[src/rtl/sdram_port_arbiter_if.sv]
// SDRAM port arbiter bus bundle.
// Groups the three signal families the arbiter sits between:
//   hw_*  : buffered write port (valid/ready, address, data)
//   dr_*  : display burst-read port (start, address, length, data/valid/done/busy)
//   c_*   : SDRAM controller side (read/write enables, addresses, data, acks, busy)
// Modports:
//   slave  : the arbiter's view (consumes client requests and controller acks)
//   master : the environment's view (write client, display client and controller)
interface sdram_port_arbiter_if #(
    parameter int unsigned HADDR_WIDTH = 22
);
    // Write port
    logic                   hw_valid;
    logic [HADDR_WIDTH-1:0] hw_addr;
    logic [15:0]            hw_data;
    logic                   hw_ready;

    // Display read port
    logic                   dr_start;
    logic [HADDR_WIDTH-1:0] dr_addr;
    logic [7:0]             dr_len;
    logic [15:0]            dr_data;
    logic                   dr_valid;
    logic                   dr_done;
    logic                   dr_busy;

    // Controller side
    logic [HADDR_WIDTH-1:0] c_wr_addr;
    logic [15:0]            c_wr_data;
    logic                   c_wr_enable;
    logic [HADDR_WIDTH-1:0] c_rd_addr;
    logic                   c_rd_enable;
    logic                   c_wr_addr_inc;
    logic [15:0]            c_rd_data;
    logic                   c_rd_ready;
    logic                   c_busy;

    modport slave (
        input  hw_valid, hw_addr, hw_data,
        input  dr_start, dr_addr, dr_len,
        input  c_wr_addr_inc, c_rd_data, c_rd_ready, c_busy,
        output hw_ready,
        output dr_data, dr_valid, dr_done, dr_busy,
        output c_wr_addr, c_wr_data, c_wr_enable, c_rd_addr, c_rd_enable
    );

    modport master (
        output hw_valid, hw_addr, hw_data,
        output dr_start, dr_addr, dr_len,
        output c_wr_addr_inc, c_rd_data, c_rd_ready, c_busy,
        input  hw_ready,
        input  dr_data, dr_valid, dr_done, dr_busy,
        input  c_wr_addr, c_wr_data, c_wr_enable, c_rd_addr, c_rd_enable
    );
endinterface

[src/rtl/sdram_port_arbiter.sv]
// SDRAM port arbiter.
// Shares one SDRAM controller between a buffered write port and a display
// burst-read port. Writes are queued in a small FIFO; display bursts are issued
// one word at a time. Reads normally win, but after STARVE_LIMIT consecutive
// read grants with writes waiting, one write is forced through between words.
// Every controller transaction is followed by a single-cycle gap.
// Ports:
//   clk, rst_n : clock (rising edge) and asynchronous active-low reset
//   bus        : sdram_port_arbiter_if.slave (write port, display port, controller)
// All outputs are registered except bus.hw_ready (= FIFO not full).
// WFIFO_DEPTH must be a power of two and at least 2.
module sdram_port_arbiter #(
    parameter int unsigned HADDR_WIDTH  = 22,
    parameter int unsigned WFIFO_DEPTH  = 4,
    parameter int unsigned STARVE_LIMIT = 8
) (
    input logic                 clk,
    input logic                 rst_n,
    sdram_port_arbiter_if.slave bus
);
    localparam int unsigned PTR_W = (WFIFO_DEPTH > 1) ? $clog2(WFIFO_DEPTH) : 1;
    localparam int unsigned CNT_W = PTR_W + 1;
    localparam int unsigned STV_W = (STARVE_LIMIT > 0) ? $clog2(STARVE_LIMIT + 1) : 1;

    typedef enum logic [1:0] {
        ARB_IDLE,
        ARB_RD,
        ARB_WR,
        ARB_GAP
    } arb_state_e;

    arb_state_e state_q, state_d;

    // Write FIFO
    logic [HADDR_WIDTH-1:0] fifo_addr_mem [WFIFO_DEPTH];
    logic [15:0]            fifo_data_mem [WFIFO_DEPTH];
    logic [PTR_W-1:0]       wr_ptr_q, rd_ptr_q;
    logic [CNT_W-1:0]       fifo_cnt_q, fifo_cnt_d;
    logic                   fifo_empty, fifo_full, push, pop;

    // Arbitration
    logic [STV_W-1:0] starve_q, starve_d;
    logic             starved, idle_ok, rd_grant, wr_grant, rd_word_done;

    // Display burst tracking
    logic [HADDR_WIDTH-1:0] rd_addr_q, rd_addr_d;
    logic [8:0]             rd_cnt_q, rd_cnt_d;
    logic                   dr_busy_q, dr_busy_d;

    // Registered outputs
    logic                   c_rd_enable_q, c_rd_enable_d;
    logic [HADDR_WIDTH-1:0] c_rd_addr_q, c_rd_addr_d;
    logic                   c_wr_enable_q, c_wr_enable_d;
    logic [HADDR_WIDTH-1:0] c_wr_addr_q, c_wr_addr_d;
    logic [15:0]            c_wr_data_q, c_wr_data_d;
    logic [15:0]            dr_data_q, dr_data_d;
    logic                   dr_valid_q, dr_valid_d;
    logic                   dr_done_q, dr_done_d;

    assign fifo_empty = (fifo_cnt_q == '0);
    assign fifo_full  = (fifo_cnt_q == CNT_W'(WFIFO_DEPTH));
    // Push is gated by the registered full flag, so a same-cycle pop cannot
    // make room for a push while full.
    assign push       = bus.hw_valid && !fifo_full;
    assign pop        = (state_q == ARB_WR) && bus.c_wr_addr_inc;

    assign starved      = !fifo_empty && (starve_q >= STV_W'(STARVE_LIMIT));
    assign idle_ok      = (state_q == ARB_IDLE) && !bus.c_busy;
    // dr_busy_q means a burst word is still owed; in ARB_IDLE none is in flight.
    assign rd_grant     = idle_ok && dr_busy_q && !starved;
    assign wr_grant     = idle_ok && !rd_grant && !fifo_empty;
    assign rd_word_done = (state_q == ARB_RD) && bus.c_rd_ready;

    // ---------------- FSM: state register ----------------
    always_ff @(posedge clk or negedge rst_n) begin
        if (!rst_n) begin
            state_q <= ARB_IDLE;
        end else begin
            state_q <= state_d;
        end
    end

    // ---------------- FSM: next state ----------------
    always_comb begin
        state_d = state_q;
        unique case (state_q)
            ARB_IDLE: begin
                if (rd_grant) begin
                    state_d = ARB_RD;
                end else if (wr_grant) begin
                    state_d = ARB_WR;
                end
            end
            ARB_RD:  if (bus.c_rd_ready) state_d = ARB_GAP;
            ARB_WR:  if (bus.c_wr_addr_inc) state_d = ARB_GAP;
            ARB_GAP: state_d = ARB_IDLE;
        endcase
    end

    // ---------------- FSM: outputs and datapath next values ----------------
    always_comb begin
        c_rd_enable_d = c_rd_enable_q;
        c_rd_addr_d   = c_rd_addr_q;
        c_wr_enable_d = c_wr_enable_q;
        c_wr_addr_d   = c_wr_addr_q;
        c_wr_data_d   = c_wr_data_q;
        dr_data_d     = dr_data_q;
        dr_valid_d    = 1'b0;
        dr_done_d     = 1'b0;
        rd_addr_d     = rd_addr_q;
        rd_cnt_d      = rd_cnt_q;
        dr_busy_d     = dr_busy_q;
        starve_d      = starve_q;

        if (rd_grant) begin
            c_rd_enable_d = 1'b1;
            c_rd_addr_d   = rd_addr_q;
        end
        if (rd_word_done) begin
            c_rd_enable_d = 1'b0;
            dr_data_d     = bus.c_rd_data;
            dr_valid_d    = 1'b1;
            rd_addr_d     = rd_addr_q + HADDR_WIDTH'(1);
            rd_cnt_d      = rd_cnt_q - 9'd1;
            if (rd_cnt_q == 9'd1) begin
                dr_done_d = 1'b1;
                dr_busy_d = 1'b0;
            end
        end

        if (wr_grant) begin
            c_wr_enable_d = 1'b1;
            c_wr_addr_d   = fifo_addr_mem[rd_ptr_q];
            c_wr_data_d   = fifo_data_mem[rd_ptr_q];
        end
        if (pop) begin
            c_wr_enable_d = 1'b0;
        end

        // A new burst can only be accepted when no burst is active, so this
        // never collides with rd_word_done above.
        if (bus.dr_start && !dr_busy_q) begin
            dr_busy_d = 1'b1;
            rd_addr_d = bus.dr_addr;
            rd_cnt_d  = (bus.dr_len == 8'd0) ? 9'd256 : {1'b0, bus.dr_len};
        end

        if (wr_grant || fifo_empty) begin
            starve_d = '0;
        end else if (rd_grant && (starve_q < STV_W'(STARVE_LIMIT))) begin
            starve_d = starve_q + STV_W'(1);
        end
    end

    // FIFO occupancy
    always_comb begin
        fifo_cnt_d = fifo_cnt_q;
        unique case ({push, pop})
            2'b10:   fifo_cnt_d = fifo_cnt_q + CNT_W'(1);
            2'b01:   fifo_cnt_d = fifo_cnt_q - CNT_W'(1);
            default: fifo_cnt_d = fifo_cnt_q;
        endcase
    end

    // FIFO storage needs no reset: entries are only read when counted valid.
    always_ff @(posedge clk) begin
        if (push) begin
            fifo_addr_mem[wr_ptr_q] <= bus.hw_addr;
            fifo_data_mem[wr_ptr_q] <= bus.hw_data;
        end
    end

    always_ff @(posedge clk or negedge rst_n) begin
        if (!rst_n) begin
            wr_ptr_q      <= '0;
            rd_ptr_q      <= '0;
            fifo_cnt_q    <= '0;
            starve_q      <= '0;
            rd_addr_q     <= '0;
            rd_cnt_q      <= '0;
            dr_busy_q     <= 1'b0;
            c_rd_enable_q <= 1'b0;
            c_rd_addr_q   <= '0;
            c_wr_enable_q <= 1'b0;
            c_wr_addr_q   <= '0;
            c_wr_data_q   <= '0;
            dr_data_q     <= '0;
            dr_valid_q    <= 1'b0;
            dr_done_q     <= 1'b0;
        end else begin
            if (push) wr_ptr_q <= wr_ptr_q + PTR_W'(1);
            if (pop)  rd_ptr_q <= rd_ptr_q + PTR_W'(1);
            fifo_cnt_q    <= fifo_cnt_d;
            starve_q      <= starve_d;
            rd_addr_q     <= rd_addr_d;
            rd_cnt_q      <= rd_cnt_d;
            dr_busy_q     <= dr_busy_d;
            c_rd_enable_q <= c_rd_enable_d;
            c_rd_addr_q   <= c_rd_addr_d;
            c_wr_enable_q <= c_wr_enable_d;
            c_wr_addr_q   <= c_wr_addr_d;
            c_wr_data_q   <= c_wr_data_d;
            dr_data_q     <= dr_data_d;
            dr_valid_q    <= dr_valid_d;
            dr_done_q     <= dr_done_d;
        end
    end

    assign bus.hw_ready    = !fifo_full;
    assign bus.dr_data     = dr_data_q;
    assign bus.dr_valid    = dr_valid_q;
    assign bus.dr_done     = dr_done_q;
    assign bus.dr_busy     = dr_busy_q;
    assign bus.c_wr_addr   = c_wr_addr_q;
    assign bus.c_wr_data   = c_wr_data_q;
    assign bus.c_wr_enable = c_wr_enable_q;
    assign bus.c_rd_addr   = c_rd_addr_q;
    assign bus.c_rd_enable = c_rd_enable_q;
endmodule

[src/flat_wrapper.sv]
// flat-port wrapper written by rule: the top's interface ports become plain ports
module sdram_port_arbiter_flat 
#(
    parameter int unsigned HADDR_WIDTH  = 22,
    parameter int unsigned WFIFO_DEPTH  = 4,
    parameter int unsigned STARVE_LIMIT = 8
)
  (clk, rst_n, bus_hw_valid, bus_hw_addr, bus_hw_data, bus_dr_start, bus_dr_addr, bus_dr_len, bus_c_wr_addr_inc, bus_c_rd_data, bus_c_rd_ready, bus_c_busy, bus_hw_ready, bus_dr_data, bus_dr_valid, bus_dr_done, bus_dr_busy, bus_c_wr_addr, bus_c_wr_data, bus_c_wr_enable, bus_c_rd_addr, bus_c_rd_enable);
  sdram_port_arbiter_if #(.HADDR_WIDTH(HADDR_WIDTH)) bus_i ();
  input logic clk;
  input logic rst_n;
  input wire logic [$bits(bus_i.hw_valid)-1:0] bus_hw_valid;
  input wire logic [$bits(bus_i.hw_addr)-1:0] bus_hw_addr;
  input wire logic [$bits(bus_i.hw_data)-1:0] bus_hw_data;
  input wire logic [$bits(bus_i.dr_start)-1:0] bus_dr_start;
  input wire logic [$bits(bus_i.dr_addr)-1:0] bus_dr_addr;
  input wire logic [$bits(bus_i.dr_len)-1:0] bus_dr_len;
  input wire logic [$bits(bus_i.c_wr_addr_inc)-1:0] bus_c_wr_addr_inc;
  input wire logic [$bits(bus_i.c_rd_data)-1:0] bus_c_rd_data;
  input wire logic [$bits(bus_i.c_rd_ready)-1:0] bus_c_rd_ready;
  input wire logic [$bits(bus_i.c_busy)-1:0] bus_c_busy;
  output wire logic [$bits(bus_i.hw_ready)-1:0] bus_hw_ready;
  output wire logic [$bits(bus_i.dr_data)-1:0] bus_dr_data;
  output wire logic [$bits(bus_i.dr_valid)-1:0] bus_dr_valid;
  output wire logic [$bits(bus_i.dr_done)-1:0] bus_dr_done;
  output wire logic [$bits(bus_i.dr_busy)-1:0] bus_dr_busy;
  output wire logic [$bits(bus_i.c_wr_addr)-1:0] bus_c_wr_addr;
  output wire logic [$bits(bus_i.c_wr_data)-1:0] bus_c_wr_data;
  output wire logic [$bits(bus_i.c_wr_enable)-1:0] bus_c_wr_enable;
  output wire logic [$bits(bus_i.c_rd_addr)-1:0] bus_c_rd_addr;
  output wire logic [$bits(bus_i.c_rd_enable)-1:0] bus_c_rd_enable;
  assign bus_i.hw_valid = bus_hw_valid;
  assign bus_i.hw_addr = bus_hw_addr;
  assign bus_i.hw_data = bus_hw_data;
  assign bus_i.dr_start = bus_dr_start;
  assign bus_i.dr_addr = bus_dr_addr;
  assign bus_i.dr_len = bus_dr_len;
  assign bus_i.c_wr_addr_inc = bus_c_wr_addr_inc;
  assign bus_i.c_rd_data = bus_c_rd_data;
  assign bus_i.c_rd_ready = bus_c_rd_ready;
  assign bus_i.c_busy = bus_c_busy;
  assign bus_hw_ready = bus_i.hw_ready;
  assign bus_dr_data = bus_i.dr_data;
  assign bus_dr_valid = bus_i.dr_valid;
  assign bus_dr_done = bus_i.dr_done;
  assign bus_dr_busy = bus_i.dr_busy;
  assign bus_c_wr_addr = bus_i.c_wr_addr;
  assign bus_c_wr_data = bus_i.c_wr_data;
  assign bus_c_wr_enable = bus_i.c_wr_enable;
  assign bus_c_rd_addr = bus_i.c_rd_addr;
  assign bus_c_rd_enable = bus_i.c_rd_enable;
  sdram_port_arbiter #(.HADDR_WIDTH(HADDR_WIDTH), .WFIFO_DEPTH(WFIFO_DEPTH), .STARVE_LIMIT(STARVE_LIMIT)) u_core (.clk(clk), .rst_n(rst_n), .bus(bus_i));
endmodule
[config.mk]
export PLATFORM = sky130hd
export DESIGN_NAME = sdram_port_arbiter_flat
export DESIGN_NICKNAME = d
export VERILOG_FILES = /design/src/rtl/sdram_port_arbiter_if.sv /design/src/rtl/sdram_port_arbiter.sv /design/src/flat_wrapper.sv
export SDC_FILE = /design/constraint.sdc
export NUM_CORES = 1
export LEC_CHECK = 0
export CELL_PAD_IN_SITES_DETAIL_PLACEMENT = 1
export CELL_PAD_IN_SITES_GLOBAL_PLACEMENT = 2
export CORE_ASPECT_RATIO = 2
export CORE_UTILIZATION = 42
export DETAILED_ROUTE_END_ITERATION = 7
export PLACE_DENSITY_LB_ADDON = 0.1
export SYNTH_ARGS = -nofsm -noshare
export SYNTH_HDL_FRONTEND = slang
export SYNTH_SLANG_ARGS = --single-unit
export TNS_END_PERCENT = 1
[constraint.sdc]
create_clock -name clk -period 5.5 [get_ports clk]
set_input_delay 1.1 -clock clk [delete_from_list [all_inputs] [get_ports clk]]
set_output_delay 1.1 -clock clk [all_outputs]
set_load 0.02 [all_outputs]
==> results.md <==
- Startpoint type of the worst setup path: flop
- Clk Tree Root Cell: clkbuf_16
- Comb power frac: 32.1%
- Post-detailed-route via-to-cell ratio: 5.207
- Number of primary I/O pins: 173
- First-pass GRT wire length: 39,700 µm
- Total length of routed wires: 25,250 µm
- Setup repair after global routing missed its margin: false
- Maximum clock frequency: 328.3 MHz
- Final clock period utilization by the worst path: 55.38%
- Average routed wire per standard cell: 21.20 µm
- Total number of nets in the final design: 938
- Rel. slew slack: 19.05%
- Part of the Yosys area used for sequential elements: 70.33%
- Yosys warning count: 0
- Number of hold violations in the final report: 0
- Worst Hold Endpoint: u_core.bus.c_rd_addr[13]$_DFFE_PN0P_
- Clk Latency, worst-skew pair: 0.54 ns
- Global route total overflow: 0
- Commonest cells after routing, fill and taps aside: clkdlybuf4s50_1 (171), edfxtp_1 (152), dfrtp_1 (123)
- Reg2Reg Launch Point: u_core.state_q[1]$_DFFE_PN0P_
- Most frequent standard cell in the layout excluding fill and tap cells: clkdlybuf4s50_1
- Avg Cell Area, Syn: 16.70 µm²
- Starting DRT DRC Count: 241
- Total negative setup slack: 0 ns
- Post-synthesis instance area: 10,940 µm²
- Cts-stage hold buffer count: 0
- Worst-path cell chain: inv_1 > nand3_1 > clkdlybuf4s50_1
- Total number of vias: 6,202
- Combined global-route utilization of all metal layers: 20.00%
- Resized Gates After CTS: 0
- Net count after synthesis: 761
- Total CTS buffers: 25
- Setup clock skew after layout: 0.02107 ns
- DRC violations left: 0
- # Post-CTS Setup Buffers: 0
- Die Area: 26,730 µm²
- TritonCTS clock tree: done
- Initial antenna violation count: 1
- Most common flop cell mapped by yosys: edfxtp_1
- Minimum clock period: 3.046 ns
- HPWL Detailed: 16,880 µm
- Actual transition at the worst max-transition pin: 1.214 ns
- CP Capture Type: primary output
- Core box area: 25,650 µm²
- Post-layout power: 7542 µW
- Ys async rst share: 45.13%
- Vias in the first global route: 7,192
- Final estimated routing congestion in global placement: 0.7672
- CP Data Arrival Time: 1.95 ns
- Die X: 116.1 µm
- Cell depth of the worst hold path: 2
- Syn Inst Count: 655
- Level count of the clock H-tree: 1
- Proportion of layout cells with a drive suffix above 1: 19.41%
- Height of the die: 230.2 µm
- Reported max-cap violation count: 0
- Worst-case register-to-register setup slack: 2.90 ns
- Maximum number of pins on one net before global-route repair: 98
- Clk sinks: 277
- Number of endpoints failing setup at the final stage: 0
- 1st-pass router iterations: 5
- Required time at the worst-slack endpoint: 4.40 ns
- Critical path peak fanout: 6
- Static power due to leakage: 0.005178 µW
- Cell internal power dissipation: 5152 µW
- Buffer depth of the longest clock path: 3
- Hold path startpoint: u_core.bus.c_rd_addr[13]$_DFFE_PN0P_
- Status: complete, no violations
- Maximum VDD drop: 0.3575 mV
- Number of pins exceeding their max-slew limit in the final report: 0
- Worst Reg-to-Reg Cells: 7
- Biggest cell delay along the critical path: 0.69 ns
- Fraction of power consumed by sequential logic: 44.1%
- Part of the total power dissipated in the clock network: 23.9%
- Count of antenna-violating nets left after detailed routing: 0
- Count of buffers from port buffering: 172
- Switching pwr: 2390 µW
- Cell type of the slowest stage on the worst timing path: clkdlybuf4s50_1
- Worst-path clk slew: 0.07 ns
- Starting Density: 42.64%
- Number of placement rows: 83
- Syn-to-layout area delta: 26.85%
- Worst R2R End: u_core.bus.dr_busy$_DFFE_PN0P_
- Switching share of power: 31.69%
- Worst hold path type: flop to flop
- Startpoint-to-endpoint class of the critical path: flop to primary output
- Post-synth EDFFs: 152
- Total power divided by cell area: 543.6 nW/µm²
- Cell variety after synth: 38
- Yosys reg bits: 277
-- worst max-delay path, delay by kind of cell (launching register included) --
kind | cells | cell delay [ns]
buf+inv | 2 | 0.80
flops | 1 | 0.45
simple gates | 1 | 0.18
-- per-layer routing --
metal | up-vias | track usage [%] | wire [µm]
li1 | 2812 | - | -
met1 | 3189 | 20.28 | 8749
met2 | 165 | 39.42 | 14640
met3 | 36 | 3.585 | 1178
met4 | 0 | 6.571 | 674
met5 | - | 0 | 0
-- synthesized netlist by cell type (all sizes together) (10+ instances only) --
cell type | n | area, µm²
xnor2 | 20 | 175.2
ha | 14 | 175.2
nand3 | 10 | 50.05
mux4 | 38 | 855.8
clkbuf | 19 | 71.32
inv | 23 | 86.33
dfrtp | 125 | 3128
nand2 | 32 | 120.1
edfxtp | 152 | 4564
o21ai | 35 | 175.2
nor2 | 23 | 86.33
mux2 | 75 | 844.6
-- power groups by stage --
| stage | Sequential (µW) | Clock (µW) | Combinational, µW |
|---|---|---|---|
| floorplan | 3500 | 0 | 1210 |
| global placement | 3320 | 0 | 2380 |
| detailed placement | 3380 | 0 | 2470 |
| CTS | 3340 | 1850 | 2490 |
| global route | 3400 | 1920 | 2640 |
| finish | 3320 | 1800 | 2420 |
-- metrics by stage --
step           instance area (µm²)  hold slack (ns)  instances  setup WS (ns)  util, %
2_1_floorplan                10940           0.4601        655          2.838        -
3_5_place_dp                 13040           0.4808       1145          1.868    50.82
5_1_grt                      13870           0.5155       1191          2.253    54.09
4_1_cts                      13870           0.4960       1190          2.404    54.08
6_report                     13870           0.4920       1191          2.454    54.09
3_3_place_gp                 13040           0.4674       1145          2.029    50.82
-- logic make-up (layout without fill, tap and decap cells) --
logic type | after synthesis | in the layout | share of synthesized area, %
AO/OA/AOI/OAI | 52 | 52 | 2.608
XOR/XNOR | 27 | 27 | 2.162
adder cells (fa/ha/maj) | 15 | 15 | 1.785
buffers and inverters | 50 | 245 | 1.739
flip-flops | 277 | 277 | 70.33
multiplexers | 118 | 118 | 16.00
other | 0 | 1 | 0
AND/OR/NAND/NOR | 116 | 116 | 5.376
-- registers in the layout, indices dropped and copies added (netlist names), 2 cells and up --
| signal | cells |
|---|---|
| u_core.bus.c_rd_addr | 22 |
| u_core.bus.c_wr_addr | 22 |
| u_core.bus.c_wr_data | 16 |
| u_core.bus.dr_data | 16 |
| u_core.fifo_addr_mem | 88 |
| u_core.fifo_cnt_q | 3 |
| u_core.fifo_data_mem | 64 |
| u_core.rd_addr_q | 22 |
| u_core.rd_cnt_q | 9 |
| u_core.rd_ptr_q | 2 |
| u_core.starve_q | 4 |
| u_core.state_q | 2 |
| u_core.wr_ptr_q | 2 |
-- worst max-delay path by stage --
stage                                      from  depth (start not counted)                                   to
2_1_floorplan                        bus_c_busy                          5  u_core.bus.c_wr_addr[0]$_DFFE_PN0P_
3_3_place_gp                     bus_c_rd_ready                          6       u_core.bus.dr_busy$_DFFE_PN0P_
3_5_place_dp                     bus_c_rd_ready                          6       u_core.bus.dr_busy$_DFFE_PN0P_
4_1_cts        u_core.fifo_cnt_q[0]$_DFFE_PN0P_                          3                         bus_hw_ready
5_1_grt                          bus_c_rd_ready                          6       u_core.bus.dr_busy$_DFFE_PN0P_
6_report       u_core.fifo_cnt_q[0]$_DFFE_PN0P_                          3                         bus_hw_ready
-- layout make-up --
type	count	area [µm²]
multi-input combinational	328	3068
fill	2445	11780
inverter	23	86.33
tap	340	425.4
timing repair buffer	177	1760
clock buffer	34	679.4
clock inverter	11	157.7
antenna	1	2.502
sequential	277	7695
No activity file was read; power rests on OpenSTA's default activity.
